==> config.mk <==
export PLATFORM = sky130hd
export DESIGN_NAME = md5_param_core_flat
export DESIGN_NICKNAME = d
export VERILOG_FILES = /design/src/rtl/md5_pkg.sv /design/src/rtl/md5_param_core_if.sv /design/src/rtl/md5_step.sv /design/src/rtl/md5_param_core.sv /design/src/flat_wrapper.sv
export SDC_FILE = /design/constraint.sdc
export NUM_CORES = 2
export LEC_CHECK = 0
export ABC_AREA = 1
export CAP_MARGIN = 20
export CORE_ASPECT_RATIO = 1.2
export CORE_MARGIN = 2
export CORE_UTILIZATION = 45
export CTS_CLUSTER_SIZE = 8
export DETAILED_ROUTE_END_ITERATION = 8
export PLACE_DENSITY = 0.68
export SETUP_SLACK_MARGIN = 0.4
export SLEW_MARGIN = 25
export SYNTH_ARGS = -nofsm -noshare
export SYNTH_HDL_FRONTEND = slang
export SYNTH_SLANG_ARGS = --single-unit
==> constraint.sdc <==
create_clock -name clk -period 28.5 [get_ports clk]
set_clock_uncertainty 0.2 [all_clocks]
set_input_delay 8.55 -clock clk [delete_from_list [all_inputs] [get_ports clk]]
set_output_delay 8.55 -clock clk [all_outputs]
set_load 0.05 [all_outputs]
==> src/rtl/md5_pkg.sv <==
// Shared MD5 constants, message-word schedule, byteswap helper and FSM state encoding.
package md5_pkg;

  typedef enum logic [1:0] {
    E_IDLE  = 2'd0,
    E_ROUND = 2'd1,
    E_FINAL = 2'd2,
    E_OUT   = 2'd3
  } md5_state_e;

  localparam logic [31:0] H0 = 32'h67452301;
  localparam logic [31:0] H1 = 32'hefcdab89;
  localparam logic [31:0] H2 = 32'h98badcfe;
  localparam logic [31:0] H3 = 32'h10325476;

  localparam logic [0:63][31:0] K = {
    32'hd76aa478, 32'he8c7b756, 32'h242070db, 32'hc1bdceee,
    32'hf57c0faf, 32'h4787c62a, 32'ha8304613, 32'hfd469501,
    32'h698098d8, 32'h8b44f7af, 32'hffff5bb1, 32'h895cd7be,
    32'h6b901122, 32'hfd987193, 32'ha679438e, 32'h49b40821,
    32'hf61e2562, 32'hc040b340, 32'h265e5a51, 32'he9b6c7aa,
    32'hd62f105d, 32'h02441453, 32'hd8a1e681, 32'he7d3fbc8,
    32'h21e1cde6, 32'hc33707d6, 32'hf4d50d87, 32'h455a14ed,
    32'ha9e3e905, 32'hfcefa3f8, 32'h676f02d9, 32'h8d2a4c8a,
    32'hfffa3942, 32'h8771f681, 32'h6d9d6122, 32'hfde5380c,
    32'ha4beea44, 32'h4bdecfa9, 32'hf6bb4b60, 32'hbebfbc70,
    32'h289b7ec6, 32'heaa127fa, 32'hd4ef3085, 32'h04881d05,
    32'hd9d4d039, 32'he6db99e5, 32'h1fa27cf8, 32'hc4ac5665,
    32'hf4292244, 32'h432aff97, 32'hab9423a7, 32'hfc93a039,
    32'h655b59c3, 32'h8f0ccc92, 32'hffeff47d, 32'h85845dd1,
    32'h6fa87e4f, 32'hfe2ce6e0, 32'ha3014314, 32'h4e0811a1,
    32'hf7537e82, 32'hbd3af235, 32'h2ad7d2bb, 32'heb86d391
  };

  localparam logic [0:63][4:0] S = {
    {4{5'd7, 5'd12, 5'd17, 5'd22}},
    {4{5'd5, 5'd9,  5'd14, 5'd20}},
    {4{5'd4, 5'd11, 5'd16, 5'd23}},
    {4{5'd6, 5'd10, 5'd15, 5'd21}}
  };

  // 4-bit arithmetic wraps, which gives the mod-16 of the schedule for free
  function automatic logic [3:0] msg_idx(input logic [5:0] step);
    logic [3:0] i;
    i = step[3:0];
    case (step[5:4])
      2'd0:    return i;
      2'd1:    return i * 4'd5 + 4'd1;
      2'd2:    return i * 4'd3 + 4'd5;
      default: return i * 4'd7;
    endcase
  endfunction

  function automatic logic [31:0] bswap32(input logic [31:0] x);
    return {x[7:0], x[15:8], x[23:16], x[31:24]};
  endfunction

endpackage

==> src/rtl/md5_param_core_if.sv <==
// Message-in / digest-out handshake bundle; MD5_MATCH_EN adds target and out_match.
interface md5_param_core_if #(parameter int MSG_BYTES = 8);
  logic                   in_valid;
  logic                   in_ready;
  logic [8*MSG_BYTES-1:0] in_data;
  logic [5:0]             in_len;
  logic                   out_valid;
  logic                   out_ready;
  logic [127:0]           out_digest;
`ifdef MD5_MATCH_EN
  logic [127:0]           target;
  logic                   out_match;

  modport master (output in_valid, in_data, in_len, out_ready, target,
                  input  in_ready, out_valid, out_digest, out_match);
  modport slave  (input  in_valid, in_data, in_len, out_ready, target,
                  output in_ready, out_valid, out_digest, out_match);
`else
  modport master (output in_valid, in_data, in_len, out_ready,
                  input  in_ready, out_valid, out_digest);
  modport slave  (input  in_valid, in_data, in_len, out_ready,
                  output in_ready, out_valid, out_digest);
`endif
endinterface

==> src/rtl/md5_step.sv <==
// One combinational MD5 step; round function, K and rotate chosen by absolute step.
module md5_step
  import md5_pkg::*;
(
  input  logic [31:0] i_a,
  input  logic [31:0] i_b,
  input  logic [31:0] i_c,
  input  logic [31:0] i_d,
  input  logic [5:0]  i_step,
  input  logic [31:0] i_m,
  output logic [31:0] o_a,
  output logic [31:0] o_b,
  output logic [31:0] o_c,
  output logic [31:0] o_d
);
  logic [31:0] w_f;
  logic [31:0] w_sum;
  logic [31:0] w_rot;
  logic [4:0]  w_s;

  always_comb begin
    case (i_step[5:4])
      2'd0:    w_f = (i_b & i_c) | (~i_b & i_d);
      2'd1:    w_f = (i_d & i_b) | (~i_d & i_c);
      2'd2:    w_f = i_b ^ i_c ^ i_d;
      default: w_f = i_c ^ (i_b | ~i_d);
    endcase
  end

  assign w_s   = S[i_step];
  assign w_sum = i_a + w_f + K[i_step] + i_m;
  // shift amounts are never 0, so 0 - s == 32 - s in 5 bits
  assign w_rot = (w_sum << w_s) | (w_sum >> (5'd0 - w_s));

  assign o_a = i_d;
  assign o_b = i_b + w_rot;
  assign o_c = i_b;
  assign o_d = i_c;
endmodule

==> src/rtl/md5_param_core.sv <==
// Single-block MD5 engine, UNROLL steps per clock. Optional MD5_MATCH_EN: digest==target flag.
module md5_param_core
  import md5_pkg::*;
#(
  parameter int MSG_BYTES = 8,
  parameter int UNROLL    = 1
) (
  input logic           clk,
  input logic           reset_n,
  md5_param_core_if.slave bus
);
  localparam logic [1:0] ST_IDLE  = E_IDLE;
  localparam logic [1:0] ST_ROUND = E_ROUND;
  localparam logic [1:0] ST_FINAL = E_FINAL;
  localparam logic [1:0] ST_OUT   = E_OUT;
  localparam logic [5:0] LAST_IDX = 6'(64 - UNROLL);

  logic [1:0]        r_state;
  logic [5:0]        r_idx;
  logic [15:0][31:0] r_blk;
  logic [31:0]       r_a, r_b, r_c, r_d;
  logic [127:0]      r_digest;
`ifdef MD5_MATCH_EN
  logic              r_match;
`endif

  logic [63:0][7:0]  w_msg;
  logic [63:0][7:0]  w_pad;
  logic [15:0][31:0] w_words;
  logic [5:0]        w_len;
  logic [63:0]       w_bitlen;
  logic [127:0]      w_dig;
  logic [UNROLL:0][31:0] w_a, w_b, w_c, w_d;

  // byte 0 sits in the MSBs of in_data; bytes past MSG_BYTES are zero
  for (genvar k = 0; k < 64; k++) begin : g_msg
    if (k < MSG_BYTES) begin : g_byte
      assign w_msg[k] = bus.in_data[8*(MSG_BYTES-1-k) +: 8];
    end else begin : g_zero
      assign w_msg[k] = 8'h00;
    end
  end

  assign w_len    = (bus.in_len > 6'(MSG_BYTES)) ? 6'(MSG_BYTES) : bus.in_len;
  assign w_bitlen = {55'd0, w_len, 3'd0};

  always_comb begin
    w_pad = '0;
    for (int k = 0; k < 56; k++) begin
      if (k < int'(w_len))       w_pad[k] = w_msg[k];
      else if (k == int'(w_len)) w_pad[k] = 8'h80;
    end
    for (int k = 0; k < 8; k++) w_pad[56+k] = w_bitlen[8*k +: 8];
  end

  for (genvar j = 0; j < 16; j++) begin : g_word
    assign w_words[j] = {w_pad[4*j+3], w_pad[4*j+2], w_pad[4*j+1], w_pad[4*j]};
  end

  assign w_a[0] = r_a;
  assign w_b[0] = r_b;
  assign w_c[0] = r_c;
  assign w_d[0] = r_d;

  for (genvar u = 0; u < UNROLL; u++) begin : g_step
    logic [5:0] w_sn;
    assign w_sn = r_idx + 6'(u);
    md5_step u_step (
      .i_a   (w_a[u]),
      .i_b   (w_b[u]),
      .i_c   (w_c[u]),
      .i_d   (w_d[u]),
      .i_step(w_sn),
      .i_m   (r_blk[msg_idx(w_sn)]),
      .o_a   (w_a[u+1]),
      .o_b   (w_b[u+1]),
      .o_c   (w_c[u+1]),
      .o_d   (w_d[u+1])
    );
  end

  assign w_dig = {bswap32(r_a + H0), bswap32(r_b + H1),
                  bswap32(r_c + H2), bswap32(r_d + H3)};

  always_ff @(posedge clk) begin
    if (!reset_n) begin
      r_state  <= ST_IDLE;
      r_idx    <= '0;
      r_digest <= '0;
`ifdef MD5_MATCH_EN
      r_match  <= 1'b0;
`endif
    end else begin
      case (r_state)
        ST_IDLE: if (bus.in_valid) begin
          r_blk   <= w_words;
          r_a     <= H0;
          r_b     <= H1;
          r_c     <= H2;
          r_d     <= H3;
          r_idx   <= '0;
          r_state <= ST_ROUND;
        end
        ST_ROUND: begin
          r_a   <= w_a[UNROLL];
          r_b   <= w_b[UNROLL];
          r_c   <= w_c[UNROLL];
          r_d   <= w_d[UNROLL];
          r_idx <= r_idx + 6'(UNROLL);
          if (r_idx == LAST_IDX) r_state <= ST_FINAL;
        end
        ST_FINAL: begin
          r_digest <= w_dig;
`ifdef MD5_MATCH_EN
          r_match  <= (w_dig == bus.target);
`endif
          r_state  <= ST_OUT;
        end
        default: if (bus.out_ready) r_state <= ST_IDLE;
      endcase
    end
  end

  // gated by reset_n so the reset cycle itself never advertises ready
  assign bus.in_ready   = reset_n && (r_state == ST_IDLE);
  assign bus.out_valid  = (r_state == ST_OUT);
  assign bus.out_digest = r_digest;
`ifdef MD5_MATCH_EN
  assign bus.out_match  = r_match;
`endif
endmodule

==> src/flat_wrapper.sv <==
// flat-port wrapper written by rule: the top's interface ports become plain ports
module md5_param_core_flat import md5_pkg::*;
#(
  parameter int MSG_BYTES = 8,
  parameter int UNROLL    = 1
)
  (clk, reset_n, bus_in_valid, bus_in_data, bus_in_len, bus_out_ready, bus_in_ready, bus_out_valid, bus_out_digest);
  md5_param_core_if #(.MSG_BYTES(MSG_BYTES)) bus_i ();
  input logic clk;
  input logic reset_n;
  input wire logic [$bits(bus_i.in_valid)-1:0] bus_in_valid;
  input wire logic [$bits(bus_i.in_data)-1:0] bus_in_data;
  input wire logic [$bits(bus_i.in_len)-1:0] bus_in_len;
  input wire logic [$bits(bus_i.out_ready)-1:0] bus_out_ready;
  output wire logic [$bits(bus_i.in_ready)-1:0] bus_in_ready;
  output wire logic [$bits(bus_i.out_valid)-1:0] bus_out_valid;
  output wire logic [$bits(bus_i.out_digest)-1:0] bus_out_digest;
  assign bus_i.in_valid = bus_in_valid;
  assign bus_i.in_data = bus_in_data;
  assign bus_i.in_len = bus_in_len;
  assign bus_i.out_ready = bus_out_ready;
  assign bus_in_ready = bus_i.in_ready;
  assign bus_out_valid = bus_i.out_valid;
  assign bus_out_digest = bus_i.out_digest;
  md5_param_core #(.MSG_BYTES(MSG_BYTES), .UNROLL(UNROLL)) u_core (.clk(clk), .reset_n(reset_n), .bus(bus_i));
endmodule
# Word-level counts from Yosys, hierarchy flattened
# Memory sizes are Yosys's and may differ from the RTL's.
# Index checks and enable logic that the tools add are counted.
# W data, S select, Z words.
[op_classes]
add_sub_neg = 12
mul = 3
n_lt_le_gt_ge = 59
eq_ne = 63
n_shift = 2
mux = 87
bitwise_logic = 14
n_reduce_logical = 10
[op_table]
columns = ["op", "count"]
rows = [
  ["$mux W8", 64],
  ["$pmux W32 S2", 4],
  ["$mux W32", 7],
  ["$eq A6 B6 Y1 const A", 32],
  ["$lt A6 B6 Y1 const A", 24],
  ["$add A32 B32 Y32", 4],
  ["$and A32 B32 Y32", 4],
  ["$bmux W32 S4", 1],
  ["$or A32 B32 Y32", 4],
  ["$eq A5 B6 Y1 const A", 16],
  ["$lt A5 B6 Y1 const A", 16],
  ["$pmux W32 S3", 1],
  ["$xor A32 B32 Y32", 3],
  ["$add A32 B32 Y32 const B", 2],
  ["$not A32 Y32", 2],
  ["$lt A4 B6 Y1 const A", 8],
  ["$add A32 B29 Y32 const B", 1],
  ["$add A32 B31 Y32 const B", 1],
  ["$shl A32 B5 Y32", 1],
  ["$shr A32 B5 Y32", 1],
  ["$eq A4 B6 Y1 const A", 4],
  ["$lt A3 B6 Y1 const A", 4],
  ["$eq A3 B6 Y1 const A", 2],
  ["$lt A1 B6 Y1 const A", 2],
  ["30 further kinds", 42],
]
[totals]
register_bits = 718
romBits = 2368
inputBits = 74
out_inout_bits = 130
word_cells = 310
mem_count = 2
[mem_list]
columns = ["memory", "words", "width", "read_ports", "rd_clocked_by_memory_dff", "write_ports", "line_no", "source"]
rows = [
  ["(no name shown)", 64, 32, 1, 0, 0, "md5_step.sv:31", "assign w_sum = i_a + w_f + K[i_step] + i_m;"],
  ["(no name shown)", 64, 5, 1, 0, 0, "md5_step.sv:30", "assign w_s = S[i_step];"],
]

# Logic depth before layout (Yosys ltp)
[depth]
depth_word = 11
mapped_depth = 57
mapped_depth_nobuf = 55

# Modules after synthesis
# From an unflattened synthesis, not the netlist that was laid out.
[unflattened]
hier_cells = 5527
hier_area_um2 = 35178.7
[by_module_without_submodules]
columns = ["module", "instances", "cells_per_inst", "area_each_um2", "seq_area_each_um2"]
rows = [
  ["md5_param_core", 1, 2854, 20890.0, 10109.7],
  ["md5_step", 1, 2673, 14288.7, 0.0],
]

# Worst setup path after synthesis
# Ideal clock, no wire load.
[synth_path]
kind = "input to output"
from = "input reset_n"
to = "output bus_in_ready"
t_arrival_ns = 9.166
required_time_ns = 19.750
slack_ns = 10.584
cell_stages = 3
n_path_buf = 1
cell_sequence = "clkbuf_1 nand2_1 inv_1"
[synth_via]
elab_chain_len = 1
[synth_lines]
columns = ["element", "line_no", "source"]
rows = [
  ["from (decl)", "flat_wrapper.sv:10", "input logic reset_n;"],
  ["$logic_and A1 B1 Y1", "md5_param_core.sv:125", "assign bus.in_ready = reset_n && (r_state == ST_IDLE);"],
  ["to (decl)", "flat_wrapper.sv:15", "output wire logic [$bits(bus_i.in_ready)-1:0] bus_in_ready;"],
]
# Every way passes these cells.

# Worst setup path after layout
# Same ends and word-level chain as after synthesis.

==> flow_summary.yaml <==
layout:
  final_cell_mix: "nand2_1, inv_1, nor2_1"
  mostFrequentLayoutCell: "nand2_1"
  finalNetCount: 4922
  synthToLayoutAreaGrowth_pct: 14.0
  drive_gt1_share_pct: 4.78
global_routing:
  met1_usage_pct: 42.2
  antenna_found_initial: 2
  gr-max-usage-layer: "met2"
  grt_max_degree: 88
  grt_pass1_wl_um: 184000
  gr-usage-met3_pct: 5.03
  grt_pass1_vias: 30185
  grt_use_total_pct: 33.6
  grt_use_met2_pct: 55.8
  gr-total-overflow: 0
clock_tree:
  postCtsSetupBuffers: 0
  cts_hold_buf: 0
  numCtsBuffers: 54
  cts.sinks: 382
  cts_max_path_buffers: 3
  cts.reportedPaths.clkPinSlew_ns: 0.05
  ctsResizeCount: 0
  cts_max_level: 2
  clockRootBuffer: "clkbuf_16"
  insertion_delay_ns: 0.63
  cts_tree: "done"
placement:
  portBuffers: 203
  routabilityCongestion: 1.03
  hpwl_um: 93300
critical_path:
  cp-end-kind: "primary output"
  slowest_stage: "clkdlybuf4s50_1"
  crit_chain: "buf_2, buf_4, nand2_1, inv_1, clkdlybuf4s50_1"
  worstSetupPathType: "input port to primary output"
  critPathMaxFanout: 22
  crit_required_ns: 19.75
  worstSetupStartpointType: "input port"
  arrival_ns: 10.02
  cpPeakStageDelay_ns: 0.79
route:
  initialDrtViolationCount: 3041
  ant_nets: 0
  routed_via_density: 5.73
  dr.pass1.iters: 8
  post_drt_wl_per_cell_um: 21.8
  drc: 0
  finalWirelength_um: 123000
  via_count: 32187
hold_path:
  hp-class: "flip-flop to flip-flop"
floorplanning:
  num_rows: 105
  core-area_um2: 68600
  start_util_pct: 45.6
  die_h_um: 293
  die_x_um: 245
  die_area_um2: 71700
  io_pins: 204
run_status:
  outcome: "complete, no violations"
timing:
  timing.fmax_ghz: 0.0533
  drv_slew: 0
  relSlewSlack_pct: 29.7
  final.min_clock_period_ns: 18.77
  grt_setup_unrepaired: "false"
  setup_viol: 0
  finalCritPeriodShare_pct: 65.9
  hold_viol: 0
  tns_ns: 0
  worst_pin_slew_ns: 1.04
yosys:
  synthCells: 4528
  syn_area_um2: 31300
  ys_warn_count: 0
  synth_cell_types: 78
  ys.flop_type: "edfxtp_1"
  postSynthAreaPerCell_um2: 6.91
  ys_seq_elements: 382
  synthArstFlopShare_pct: 0
  yosysSeqAreaShare_pct: 32.3
  synth-edff-count: 246
flow_run:
  drv_cap: 0
==> worst paths after layout <==
| path | slack [ns] | endpoint | cells after the start | startpoint |
|---|---|---|---|---|
| worst max-delay path | 9.73 | bus_in_ready | 5 | reset_n |
| worst min-delay path | 0.28 | u_core.bus.out_digest[55]$_SDFFE_PN0P_ | 2 | u_core.bus.out_digest[55]$_SDFFE_PN0P_ |
| worst max register to register | 17.77 | u_core.r_b[30]$_SDFFCE_PN1P_ | 51 | u_core.r_idx[2]$_SDFFE_PN0P_ |
| worst min register to register | 0.28 | u_core.bus.out_digest[55]$_SDFFE_PN0P_ | 2 | u_core.bus.out_digest[55]$_SDFFE_PN0P_ |
==> kinds of logic after synthesis <==
group | count (synthesis) | synth area share [%]
flip-flops | 382 | 32.3
XOR/XNOR | 68 | 1.93
other | 1 | 0.0120
AO/OA/AOI/OAI | 898 | 17.1
AND/OR/NAND/NOR | 2108 | 28.9
adder cells (fa/ha/maj) | 173 | 8.57
buffers and inverters | 898 | 11.2
==> metal layers <==
metal  share of wire [%]  wire length [um]
met1                  40             48700
met2                  46             56900
met3                 8.0              9840
met4                 5.9              7230
met5               0.021                26
==> area by class of cell <==
cell class	instances	area, um^2
antenna	1	2.50
clock buffer	88	1500
clock inverter	4	72.6
fill	6925	32900
inverter	699	2640
multi-input combinational	3296	17900
sequential	382	10100
tap	909	1140
timing repair buffer	242	2320
==> critical path, delay by kind of cell <==
kind                   cells  cell delay [ns]
and+or+nand+nor            1             0.18
buffers and inverters      4             1.26
==> Yosys cell counts (all sizes together), types with 15 or more instances <==
cell type	n	share of area [%]
nand2	1016	13
o211ai	56	1.3
nor2	486	6.0
ha	104	4.2
a31oi	36	0.77
edfxtp	246	24
o221ai	44	1.3
nor3	65	1.1
or2	28	0.56
clkbuf	138	1.7
inv	698	8.4
o21bai	15	0.38
xor2	60	1.7
buf	61	1.1
nand3	448	7.3
o21ai	339	5.5
dfxtp	136	8.7
fa	69	4.4
nand4	42	0.84
a2111oi	24	0.67
a21oi	296	4.8
==> sequential cells by signal (all words and copies together), names as in the netlist <==
| name | count |
|---|---|
| u_core.bus.out_digest | 128 |
| u_core.r_blk | 118 |
| u_core.r_a | 32 |
| u_core.r_b | 32 |
| u_core.r_c | 32 |
| u_core.r_d | 32 |
| u_core.r_idx | 6 |
| u_core.r_state | 2 |
==> through the flow <==
step	utilization (%)	area, um^2	instances	hold WS [ns]	worst slack, ns
global route	52.0	35700	5620	0.302	9.69
finish	52.0	35700	5621	0.278	9.73
detailed placement	49.7	34100	5528	0.270	9.73
floorplan	-	31500	4576	0.288	10.58
global placement	49.7	34100	5528	0.260	9.72
CTS	52.0	35700	5620	0.283	9.71
Power is not shown: default switching activity piles up to over one toggle a cycle in this logic, so the estimate is an artifact.
